==> src/rtl/fp_clamp_sequencer_pkg.sv <==
// Shared types and helpers for the fcore clamp sequencer: FSM state encoding,
// saturator op selects and a sign-magnitude float compare.
package fcore_clamp_pkg;

  typedef enum logic [2:0] {
    IDLE,
    ISSUE_U,
    WAIT_U,
    ISSUE_L,
    WAIT_L,
    RESP
  } state_t;

  localparam logic SAT_OP_UPPER = 1'b1;
  localparam logic SAT_OP_LOWER = 1'b0;

  localparam int unsigned FP_WIDTH = 32;

  // Sign-magnitude ordering; +0 and -0 compare equal, NaNs are not special-cased.
  function automatic logic fp_lt(input logic [FP_WIDTH-1:0] a,
                                 input logic [FP_WIDTH-1:0] b);
    logic [FP_WIDTH-2:0] ma;
    logic [FP_WIDTH-2:0] mb;
    ma = a[FP_WIDTH-2:0];
    mb = b[FP_WIDTH-2:0];
    if (a[FP_WIDTH-1] != b[FP_WIDTH-1]) begin
      return a[FP_WIDTH-1] && ((ma | mb) != '0);
    end else if (a[FP_WIDTH-1]) begin
      return ma > mb;
    end else begin
      return ma < mb;
    end
  endfunction

endpackage

==> src/rtl/fp_clamp_sequencer_if.sv <==
// Stream bundle between the clamp sequencer and the shared saturator.
// The sequencer drives sat_op through master and receives sat_result through slave.
interface fp_clamp_sequencer_if #(
  parameter int unsigned DATA_WIDTH = 32,
  parameter int unsigned USER_WIDTH = 4,
  parameter int unsigned DEST_WIDTH = 4
);

  logic                  valid;
  logic [DATA_WIDTH-1:0] data;
  logic [USER_WIDTH-1:0] user;
  logic [DEST_WIDTH-1:0] dest;

  modport master (output valid, data, user, dest);
  modport slave  (input  valid, data, user, dest);

endinterface

==> src/rtl/fp_clamp_sequencer_arbiter.sv <==
// Round-robin arbiter for the clamp sequencer: the pointer holds the highest
// priority index and moves to one past the winner whenever a grant is taken.
module fp_sat_rr_arbiter #(
  parameter  int unsigned N_REQ = 2,
  localparam int unsigned IDX_W = $clog2(N_REQ)
) (
  input  logic             clock,
  input  logic             reset,
  input  logic [N_REQ-1:0] req,
  input  logic             advance,
  output logic [N_REQ-1:0] grant,
  output logic [IDX_W-1:0] grant_idx
);

  logic [IDX_W-1:0] ptr;
  logic [IDX_W-1:0] cand;
  int unsigned      sum;
  logic             found;

  always_comb begin
    grant     = '0;
    grant_idx = '0;
    found     = 1'b0;
    cand      = '0;
    sum       = 0;
    for (int unsigned k = 0; k < N_REQ; k++) begin
      sum = 32'(ptr) + k;
      if (sum >= N_REQ) sum = sum - N_REQ;
      cand = IDX_W'(sum);
      if (!found && req[cand]) begin
        grant[cand] = 1'b1;
        grant_idx   = cand;
        found       = 1'b1;
      end
    end
  end

  always_ff @(posedge clock or negedge reset) begin
    if (!reset) begin
      ptr <= '0;
    end else if (advance && found) begin
      ptr <= (32'(grant_idx) == N_REQ - 1) ? '0 : grant_idx + IDX_W'(1);
    end
  end

endmodule

==> src/rtl/fp_clamp_sequencer.sv <==
// Shares one FP saturator between N_REQ requesters: min against the upper bound,
// then max against the lower bound. Optional bound-inversion check: FP_CLAMP_BOUNDS_CHECK_EN.
module fp_clamp_sequencer
  import fcore_clamp_pkg::*;
#(
  parameter int unsigned DATA_WIDTH     = 32,
  parameter int unsigned REG_ADDR_WIDTH = 4,
  parameter int unsigned N_REQ          = 2
) (
  input  logic                             clock,
  input  logic                             reset,
  input  logic [N_REQ-1:0]                 req_valid,
  output logic [N_REQ-1:0]                 req_ready,
  input  logic [N_REQ*DATA_WIDTH-1:0]      req_operand,
  input  logic [N_REQ*DATA_WIDTH-1:0]      req_upper,
  input  logic [N_REQ*DATA_WIDTH-1:0]      req_lower,
  input  logic [N_REQ*REG_ADDR_WIDTH-1:0]  req_dest,
  output logic [DATA_WIDTH-1:0]            sat_operand_a,
  output logic [DATA_WIDTH-1:0]            sat_operand_b,
  fp_clamp_sequencer_if.master             sat_op,
  fp_clamp_sequencer_if.slave              sat_result,
  output logic                             resp_valid,
  input  logic                             resp_ready,
  output logic [DATA_WIDTH-1:0]            resp_data,
  output logic [REG_ADDR_WIDTH-1:0]        resp_dest,
  output logic [$clog2(N_REQ)-1:0]         resp_id,
  output logic                             resp_error
);

  localparam int unsigned ID_W = $clog2(N_REQ);

  state_t                    state;
  logic [REG_ADDR_WIDTH-1:0] tag;
  logic [DATA_WIDTH-1:0]     lat_lower;
  logic                      op_valid;
  logic                      op_sel;
  logic [REG_ADDR_WIDTH-1:0] op_user;
  logic [REG_ADDR_WIDTH-1:0] op_dest;
  logic                      err_q;

  logic [N_REQ-1:0]          grant;
  logic [ID_W-1:0]           grant_idx;
  logic                      advance;
  logic                      hit;
  logic                      inverted;
  logic [DATA_WIDTH-1:0]     sel_operand;
  logic [DATA_WIDTH-1:0]     sel_upper;
  logic [DATA_WIDTH-1:0]     sel_lower;
  logic [REG_ADDR_WIDTH-1:0] sel_dest;
  logic                      unused_result_dest;

  assign advance = (state == IDLE) && (|req_valid);

  fp_sat_rr_arbiter #(.N_REQ(N_REQ)) u_arbiter (
    .clock     (clock),
    .reset     (reset),
    .req       (req_valid),
    .advance   (advance),
    .grant     (grant),
    .grant_idx (grant_idx)
  );

  assign sel_operand = req_operand[32'(grant_idx) * DATA_WIDTH +: DATA_WIDTH];
  assign sel_upper   = req_upper[32'(grant_idx) * DATA_WIDTH +: DATA_WIDTH];
  assign sel_lower   = req_lower[32'(grant_idx) * DATA_WIDTH +: DATA_WIDTH];
  assign sel_dest    = req_dest[32'(grant_idx) * REG_ADDR_WIDTH +: REG_ADDR_WIDTH];

`ifdef FP_CLAMP_BOUNDS_CHECK_EN
  assign inverted = fp_lt(sel_upper, sel_lower);
`else
  assign inverted = 1'b0;
`endif

  // Beats from a flushed sequence carry a stale tag and fall through here.
  assign hit = sat_result.valid && (sat_result.user == tag);

  assign sat_op.valid        = op_valid;
  assign sat_op.data         = DATA_WIDTH'(op_sel);
  assign sat_op.user         = op_user;
  assign sat_op.dest         = op_dest;
  assign resp_error          = err_q;
  assign unused_result_dest  = ^sat_result.dest;

  always_ff @(posedge clock or negedge reset) begin
    if (!reset) begin
      state         <= IDLE;
      tag           <= '0;
      req_ready     <= '0;
      op_valid      <= 1'b0;
      op_sel        <= 1'b0;
      op_user       <= '0;
      op_dest       <= '0;
      sat_operand_a <= '0;
      sat_operand_b <= '0;
      lat_lower     <= '0;
      resp_valid    <= 1'b0;
      resp_data     <= '0;
      resp_dest     <= '0;
      resp_id       <= '0;
      err_q         <= 1'b0;
    end else begin
      req_ready <= '0;
      op_valid  <= 1'b0;
      case (state)
        IDLE: begin
          if (advance) begin
            req_ready <= grant;
            lat_lower <= sel_lower;
            resp_dest <= sel_dest;
            resp_id   <= grant_idx;
            err_q     <= inverted;
            if (inverted) begin
              resp_data  <= sel_lower;
              resp_valid <= 1'b1;
              state      <= RESP;
            end else begin
              op_valid      <= 1'b1;
              op_sel        <= SAT_OP_UPPER;
              op_user       <= tag;
              op_dest       <= sel_dest;
              sat_operand_a <= sel_operand;
              sat_operand_b <= sel_upper;
              state         <= ISSUE_U;
            end
          end
        end
        ISSUE_U: state <= WAIT_U;
        WAIT_U: begin
          // The intermediate result is held directly in operand_a for the lower pass.
          if (hit) begin
            op_valid      <= 1'b1;
            op_sel        <= SAT_OP_LOWER;
            op_user       <= tag + REG_ADDR_WIDTH'(1);
            sat_operand_a <= sat_result.data;
            sat_operand_b <= lat_lower;
            tag           <= tag + REG_ADDR_WIDTH'(1);
            state         <= ISSUE_L;
          end
        end
        ISSUE_L: state <= WAIT_L;
        WAIT_L: begin
          if (hit) begin
            resp_data  <= sat_result.data;
            resp_valid <= 1'b1;
            tag        <= tag + REG_ADDR_WIDTH'(1);
            state      <= RESP;
          end
        end
        RESP: begin
          if (resp_ready) begin
            resp_valid <= 1'b0;
            state      <= IDLE;
          end
        end
        default: state <= IDLE;
      endcase
    end
  end

endmodule

==> src/flat_wrapper.sv <==
// flat-port wrapper written by rule: the top's interface ports become plain ports
module fp_clamp_sequencer_flat import fcore_clamp_pkg::*;
#(
  parameter int unsigned DATA_WIDTH     = 32,
  parameter int unsigned REG_ADDR_WIDTH = 4,
  parameter int unsigned N_REQ          = 2
)
  (clock, reset, req_valid, req_ready, req_operand, req_upper, req_lower, req_dest, sat_operand_a, sat_operand_b, resp_valid, resp_ready, resp_data, resp_dest, resp_id, resp_error, sat_op_valid, sat_op_data, sat_op_user, sat_op_dest, sat_result_valid, sat_result_data, sat_result_user, sat_result_dest);
  fp_clamp_sequencer_if #(.DATA_WIDTH(DATA_WIDTH), .USER_WIDTH((4)), .DEST_WIDTH((4))) sat_op_i ();
  fp_clamp_sequencer_if #(.DATA_WIDTH(DATA_WIDTH), .USER_WIDTH((4)), .DEST_WIDTH((4))) sat_result_i ();
  input  logic clock;
  input  logic reset;
  input  logic [N_REQ-1:0] req_valid;
  output logic [N_REQ-1:0] req_ready;
  input  logic [N_REQ*DATA_WIDTH-1:0] req_operand;
  input  logic [N_REQ*DATA_WIDTH-1:0] req_upper;
  input  logic [N_REQ*DATA_WIDTH-1:0] req_lower;
  input  logic [N_REQ*REG_ADDR_WIDTH-1:0] req_dest;
  output logic [DATA_WIDTH-1:0] sat_operand_a;
  output logic [DATA_WIDTH-1:0] sat_operand_b;
  output logic resp_valid;
  input  logic resp_ready;
  output logic [DATA_WIDTH-1:0] resp_data;
  output logic [REG_ADDR_WIDTH-1:0] resp_dest;
  output logic [$clog2(N_REQ)-1:0] resp_id;
  output logic resp_error;
  output wire logic [$bits(sat_op_i.valid)-1:0] sat_op_valid;
  output wire logic [$bits(sat_op_i.data)-1:0] sat_op_data;
  output wire logic [$bits(sat_op_i.user)-1:0] sat_op_user;
  output wire logic [$bits(sat_op_i.dest)-1:0] sat_op_dest;
  input wire logic [$bits(sat_result_i.valid)-1:0] sat_result_valid;
  input wire logic [$bits(sat_result_i.data)-1:0] sat_result_data;
  input wire logic [$bits(sat_result_i.user)-1:0] sat_result_user;
  input wire logic [$bits(sat_result_i.dest)-1:0] sat_result_dest;
  assign sat_op_valid = sat_op_i.valid;
  assign sat_op_data = sat_op_i.data;
  assign sat_op_user = sat_op_i.user;
  assign sat_op_dest = sat_op_i.dest;
  assign sat_result_i.valid = sat_result_valid;
  assign sat_result_i.data = sat_result_data;
  assign sat_result_i.user = sat_result_user;
  assign sat_result_i.dest = sat_result_dest;
  fp_clamp_sequencer #(.DATA_WIDTH(DATA_WIDTH), .REG_ADDR_WIDTH(REG_ADDR_WIDTH), .N_REQ(N_REQ)) u_core (.clock(clock), .reset(reset), .req_valid(req_valid), .req_ready(req_ready), .req_operand(req_operand), .req_upper(req_upper), .req_lower(req_lower), .req_dest(req_dest), .sat_operand_a(sat_operand_a), .sat_operand_b(sat_operand_b), .sat_op(sat_op_i), .sat_result(sat_result_i), .resp_valid(resp_valid), .resp_ready(resp_ready), .resp_data(resp_data), .resp_dest(resp_dest), .resp_id(resp_id), .resp_error(resp_error));
endmodule
==> config.mk <==
export PLATFORM = sky130hd
export DESIGN_NAME = fp_clamp_sequencer_flat
export DESIGN_NICKNAME = d
export VERILOG_FILES = /design/src/rtl/fp_clamp_sequencer_pkg.sv /design/src/rtl/fp_clamp_sequencer_if.sv /design/src/rtl/fp_clamp_sequencer_arbiter.sv /design/src/rtl/fp_clamp_sequencer.sv /design/src/flat_wrapper.sv
export SDC_FILE = /design/constraint.sdc
export NUM_CORES = 1
export LEC_CHECK = 0
export ABC_AREA = 0
export BUFFER_PORTS_ARGS = -buffer_cell sky130_fd_sc_hd__buf_4
export CAP_MARGIN = 10
export CORE_AREA = 4 4 152 154
export CTS_CLUSTER_SIZE = 10
export DETAILED_ROUTE_END_ITERATION = 10
export DIE_AREA = 0 0 156 158
export PLACE_DENSITY_LB_ADDON = 0.1
export SLEW_MARGIN = 20
export SYNTH_ARGS = -nofsm -noshare
export SYNTH_HDL_FRONTEND = slang
export SYNTH_SLANG_ARGS = --single-unit
export TNS_END_PERCENT = 30
==> constraint.sdc <==
create_clock -name clock -period 1.75 [get_ports clock]
set_input_delay 0.0875 -clock clock [delete_from_list [all_inputs] [get_ports clock]]
set_output_delay 0.0875 -clock clock [all_outputs]
set_load 0.005 [all_outputs]
# Word-level counts from Yosys, hierarchy flattened
# Index checks and enable logic that the tools add are counted.
dict set report word_totals {
  ff_bits 150
  in_bits 246
  output_inout_bits 146
  word_cells 100
}
dict set report op_classes {
  add_sub_neg 5
  n_lt_le_gt_ge 6
  n_eq_ne 10
  shifts 4
  mux 42
  bitwise 1
  n_reduce_logical 18
}
# operator n
set ops {}
lappend ops {{64-bit by 7-bit indexed part select with 32-bit output} 3}
lappend ops {{32-bit two-way mux} 4}
lappend ops {{32-bit one-hot mux with 2 select lines} 2}
lappend ops {{1-bit two-way mux} 19}
lappend ops {{3-bit one-hot mux with 6 select lines} 1}
lappend ops {{3-bit two-way mux} 4}
lappend ops {{2-bit two-way mux} 4}
lappend ops {{4-bit two-way mux} 2}
lappend ops {{4-bit one-hot mux with 2 select lines} 1}
lappend ops {{8-bit by 4-bit indexed part select with 4-bit output} 1}
lappend ops {{3-bit by 2-bit == test with 1-bit output (second input constant)} 2}
lappend ops {{3-bit == test (second input constant)} 2}
lappend ops {{1-bit logical AND} 6}
lappend ops {{1-bit one-hot mux with 2 select lines} 3}
lappend ops {{2-bit AND reduction} 3}
lappend ops {{3-bit AND reduction} 2}
lappend ops {{4-bit by 1-bit adder with 4-bit output (second input constant)} 1}
lappend ops {{4-bit == test} 1}
lappend ops {{1-bit by 2-bit less-than comparator with 1-bit output (second input constant)} 2}
lappend ops {{2-bit by 1-bit inequality test with 1-bit output (second input constant)} 2}
lappend ops {{2-bit inequality test (second input constant)} 2}
lappend ops {{4-bit AND reduction} 1}
lappend ops {{2-bit nonzero test} 2}
lappend ops {{2-bit OR reduction} 2}
lappend ops {{other kinds (11)} 14}

# Longest topological paths before layout
dict set report depth {
  ltp_word 11
  depth_mapped 7
  ltp_nobuf 4
}

# By module
# Synthesis repeated with hierarchy kept, for this count alone.
dict set report hier_totals {
  cells_unflattened 758
  hier_area_um2 7837.5
}
# mod instances cells_each area_per_inst_um2 seq_area_each_um2
set by_module_without_submodules {}
lappend by_module_without_submodules {fp_clamp_sequencer 1 751 7775.0 3728.6}
lappend by_module_without_submodules {fp_sat_rr_arbiter 1 7 62.6 25.0}

# Worst setup path after synthesis
# OpenSTA, ideal clock, no wires.
dict set report synth_path {
  path_kind {flip-flop to flip-flop}
  startpoint {register u_core.tag[2]}
  endpoint {register u_core.resp_data[29]}
  setup_time_ps 125
  arrival_ps 1690
  t_required_ps 1625
  path_slack_ps -65
  path_stages_with_launch 7
  path_buffers 2
  period_less_slack_ps 1815
  cell_sequence {dfrtp_1 -> xor2_1 -> nor3_4 -> and4_1 -> buf_2 -> buf_6 -> mux2_2}
}
dict set report synth_via {
  elab_chain_cells 3
}
# item line
set synth_rtl {}
lappend synth_rtl {{from (decl)} fp_clamp_sequencer.sv:33} ;# logic [REG_ADDR_WIDTH-1:0] tag;
lappend synth_rtl {{from (signal assigned)} fp_clamp_sequencer.sv:136} ;# tag <= tag + REG_ADDR_WIDTH'(1);
lappend synth_rtl {{from (signal assigned)} fp_clamp_sequencer.sv:145} ;# tag <= tag + REG_ADDR_WIDTH'(1);
lappend synth_rtl {{4-bit == test} fp_clamp_sequencer.sv:75} ;# assign hit = sat_result.valid && (sat_result.user == tag);
lappend synth_rtl {{1-bit logical AND} fp_clamp_sequencer.sv:75}
lappend synth_rtl {{2-bit AND reduction (no line)} --}
lappend synth_rtl {{to (signal assigned)} fp_clamp_sequencer.sv:113} ;# resp_data <= sel_lower;
lappend synth_rtl {{to (signal assigned)} fp_clamp_sequencer.sv:143} ;# resp_data <= sat_result.data;
lappend synth_rtl {{to (decl)} fp_clamp_sequencer.sv:24} ;# output logic [DATA_WIDTH-1:0] resp_data,
# No other way between the ends.
# A chain may end at the register's enable or synchronous reset.

# Worst setup path after layout
dict set report layout_path {
  startpoint {register u_core.tag[1]}
  endpoint {register u_core.sat_operand_a[22]}
}
dict set report layout_via {
  elab_chain_cells 4
}
# item line
set layout_rtl {}
lappend layout_rtl {{4-bit == test} fp_clamp_sequencer.sv:75}
lappend layout_rtl {{1-bit logical AND} fp_clamp_sequencer.sv:75}
lappend layout_rtl {{2-bit by 1-bit inequality test with 1-bit output (no line)} --}
lappend layout_rtl {{3-bit AND reduction (no line)} --}
lappend layout_rtl {{to (signal assigned)} fp_clamp_sequencer.sv:121} ;# sat_operand_a <= sel_operand;
lappend layout_rtl {{to (signal assigned)} fp_clamp_sequencer.sv:134} ;# sat_operand_a <= sat_result.data;
lappend layout_rtl {{to (decl)} fp_clamp_sequencer.sv:18} ;# output logic [DATA_WIDTH-1:0] sat_operand_a,
# No other way between the ends.

==> impl_metrics.json <==
{
  "vias_per_cell": 5.06,
  "die_y_um": 158,
  "dieArea_sq_um": 24600,
  "setup_viol": 39,
  "synth_top_area_share_pct": 45.6,
  "ir_drop_mv": 0.866,
  "drive_gt1_share_pct": 46.2,
  "synth_area_leader_cell": "dfrtp_1",
  "clockPowerShare_pct": 20.6,
  "critical_path_required_ns": 2.05,
  "hp-class": "in2reg",
  "synth_seq_cells": 150,
  "start_util_pct": 37.9,
  "cts_max_level": 4,
  "cts_tree": "yes",
  "post-route-period-util_pct": 101,
  "core-area_sq_um": 21700,
  "worst_hold_slack_ns": 0.00183,
  "fin_crit_ns": 1.77,
  "drt_iter0_drc": 341,
  "max_freq_mhz": 565,
  "p_sw_mw": 6.85,
  "p_seq_share_pct": 28.8,
  "rsz0062_at_grt": "true",
  "grt_start_max_net_pins": 43,
  "routed_wl_um": 29300,
  "via_count": 7377,
  "cp_max_fo": 20,
  "synth-edff-count": 0,
  "root_buffer": "clkbuf_16",
  "cellPowerDensity_nw_per_um2": 1610,
  "rows": 54,
  "gr-total-overflow": 0,
  "dpl.cell_count": 1327,
  "nFillCells": 1871,
  "power.leakage_nw": 6.44,
  "clk_pin_slew_ns": 0.06,
  "drc": 0,
  "clock_latency_ns": 0.42,
  "swShare_pct": 32.7,
  "cp.arrival_ns": 2.07,
  "crit_type": "reg2reg",
  "grt-busiest-layer": "met2",
  "grt_antenna_before_repair": 0,
  "grt_use_met1_pct": 27.1,
  "syn_area_per_cell_sq_um": 11.6,
  "wire_per_inst_um": 20.1,
  "synth_most_common_cell": "dfrtp_1",
  "ant_nets": 0,
  "num-nets-final": 1413,
  "grt_pass1_wl_um": 43300,
  "async_reset_ff_share_pct": 100,
  "regArea_sq_um": 3750,
  "syn_area_sq_um": 8230,
  "syn_inst": 711,
  "start_kind": "flip-flop",
  "first_pass_iters": 4,
  "fp.dieW_um": 156,
  "ys.flop_type": "dfrtp_1",
  "area_growth_pct": 57.9,
  "grt_use_met3_pct": 5.74,
  "worstPathCellList": "buf_4, or2b_1, and3_4, a31o_4, buf_12, mux2_4",
  "numCtsBuffers": 17,
  "globalRouteTotalUtil_pct": 22.7,
  "hpwl_um": 20600,
  "yosys-top-cells-count": "150 x dfrtp_1, 104 x o21ai_0, 68 x mux2_4",
  "drv_slew": 0,
  "io_buffers": 355,
  "max_stage_delay_ns": 0.37,
  "violations": "negative setup slack",
  "skew_ns": 0.0108,
  "total_power_mw": 21.0,
  "status": "complete, but fails checks",
  "fin_ws_ns": -0.0212,
  "pwr-share-comb_pct": 50.5,
  "ioPinCount": 392,
  "ys_types": 39,
  "grt_pass1_vias": 7791,
  "internal_power_mw": 14.1,
  "diodes": 0,
  "synth.area.top_cells": "dfrtp_1 46%, mux2_4 12%, a2bb2oi_1 6.8%, o21ai_0 6.3%, a31oi_1 4.9%",
  "stdcell_count": 1458,
  "synth-warning-count": 0,
  "met2_usage_pct": 40.0,
  "post_cts_buffers": 0,
  "yosysSeqAreaShare_pct": 45.6,
  "multiInputGateArea_sq_um": 3930,
  "hold_violations": 0,
  "gp_congestion": 0.829,
  "cts_buffer_depth": 2,
  "cp-end-kind": "flip-flop",
  "critPathSlowestCell": "dfrtp_1",
  "cts_sinks": 150,
  "drv_cap": 0
}
-- state kept, by name, summed over array words and instances (netlist names) --
signal	flops
u_core.sat_op.valid	1
u_core.u_arbiter.ptr	1
u_core.resp_id	1
u_core.sat_operand_b	32
u_core.resp_valid	1
u_core.lat_lower	32
u_core.resp_dest	4
u_core.sat_operand_a	32
u_core.tag	4
u_core.sat_op.user	4
u_core.resp_data	32
u_core.req_ready	2
u_core.state	3
u_core.op_sel	1
-- final timing paths --
kind	start	endpoint	slack [ns]	cells past startpoint
setup reg to reg	u_core.tag[1]	u_core.sat_operand_a[22]	-0.02	6
min in group asynchronous	reset	u_core.sat_operand_a[5]	0.17	2
setup / recovery	u_core.tag[1]	u_core.sat_operand_a[22]	-0.02	6
max in group asynchronous	reset	u_core.sat_operand_b[26]	0.91	3
hold / removal	req_lower[63]	u_core.lat_lower[31]	0.002	3
hold reg to reg	u_core.lat_lower[24]	u_core.lat_lower[24]	0.48	2
-- power groups by stage --
stage	registers, mW	clock network, mW	logic, mW
floorplan	5.98	0	6.43
global placement	6.07	0	10.3
detailed placement	6.07	0	10.4
CTS	6.04	4.42	10.6
global route	6.25	4.57	11.4
finish	6.05	4.32	10.6
-- worst max-delay path, delay by kind of cell, from the launching register on --
kind | cells | cell delay (ns)
flops | 1 | 0.37
mux | 1 | 0.31
simple gates | 2 | 0.36
buf+inv | 2 | 0.32
compound gates | 1 | 0.28
-- final cells by class --
class	instances	area share, %
multi-input combinational	486	30.2
inverter	3	0.0867
clock inverter	12	1.93
tap	280	2.70
timing repair buffer	508	32.9
clock buffer	19	3.33
sequential	150	28.9
-- metrics by stage --
stage / setup WS (ns) / instance area [sq um] / util (%) / setup TNS (ns)
after detailed placement: -0.0285 / 11200 / 51.8 / -0.664
after global placement: -0.0192 / 11200 / 51.8 / -0.463
after global routing: -0.0742 / 13000 / 59.9 / -5.32
after floorplan: -0.0254 / 8350 / - / -2.12
after CTS: -0.0147 / 12900 / 59.6 / -0.311
final: -0.0212 / 13000 / 59.9 / -0.378
-- layer usage --
layer,wire [um],vias to the layer above
met5,0,-
li1,-,3456
met2,14800,326
met1,11600,3553
met4,691,0
met3,2240,42
-- cell families after synthesis --
family | share of synthesized area [%]
compound gates | 18.6
flops | 45.6
mux | 21.4
buf+inv | 8.90
simple gates | 4.12
xor+xnor | 1.06
fa+ha+maj | 0.152
other cells | 0.0456
-- timing repair --
item                       CTS  global route
hold buffers                99             0
hold endpoints to repair   180             0
cloned                       0             1
gates resized for setup      4            10
pin swaps                    0             1
setup endpoints to repair   64            97
-- placed cells by master, fill, tap and decap left out, types with 2 or more instances in the layout --
cell           count
buf_4            390
conb_1            32
mux2i_1           36
nand2_2            2
a2bb2oi_1         63
dlygate4sd3_1     99
dfrtp_1          150
clkbuf_1           2
clkinv_4           3
mux2_1            10
nand4_1            2
nor3_4             2
o21ai_0          103
mux2_2            15
nand2_1           43
clkbuf_16         18
xor2_1             3
nand2b_1           2
nor2_1             4
inv_1              2
a31oi_1           65
and3_1             3
bufinv_16          7
xnor2_1            7
buf_6              4
mux2_4            77
buf_12            14
Power figures use the tool's default switching activity.
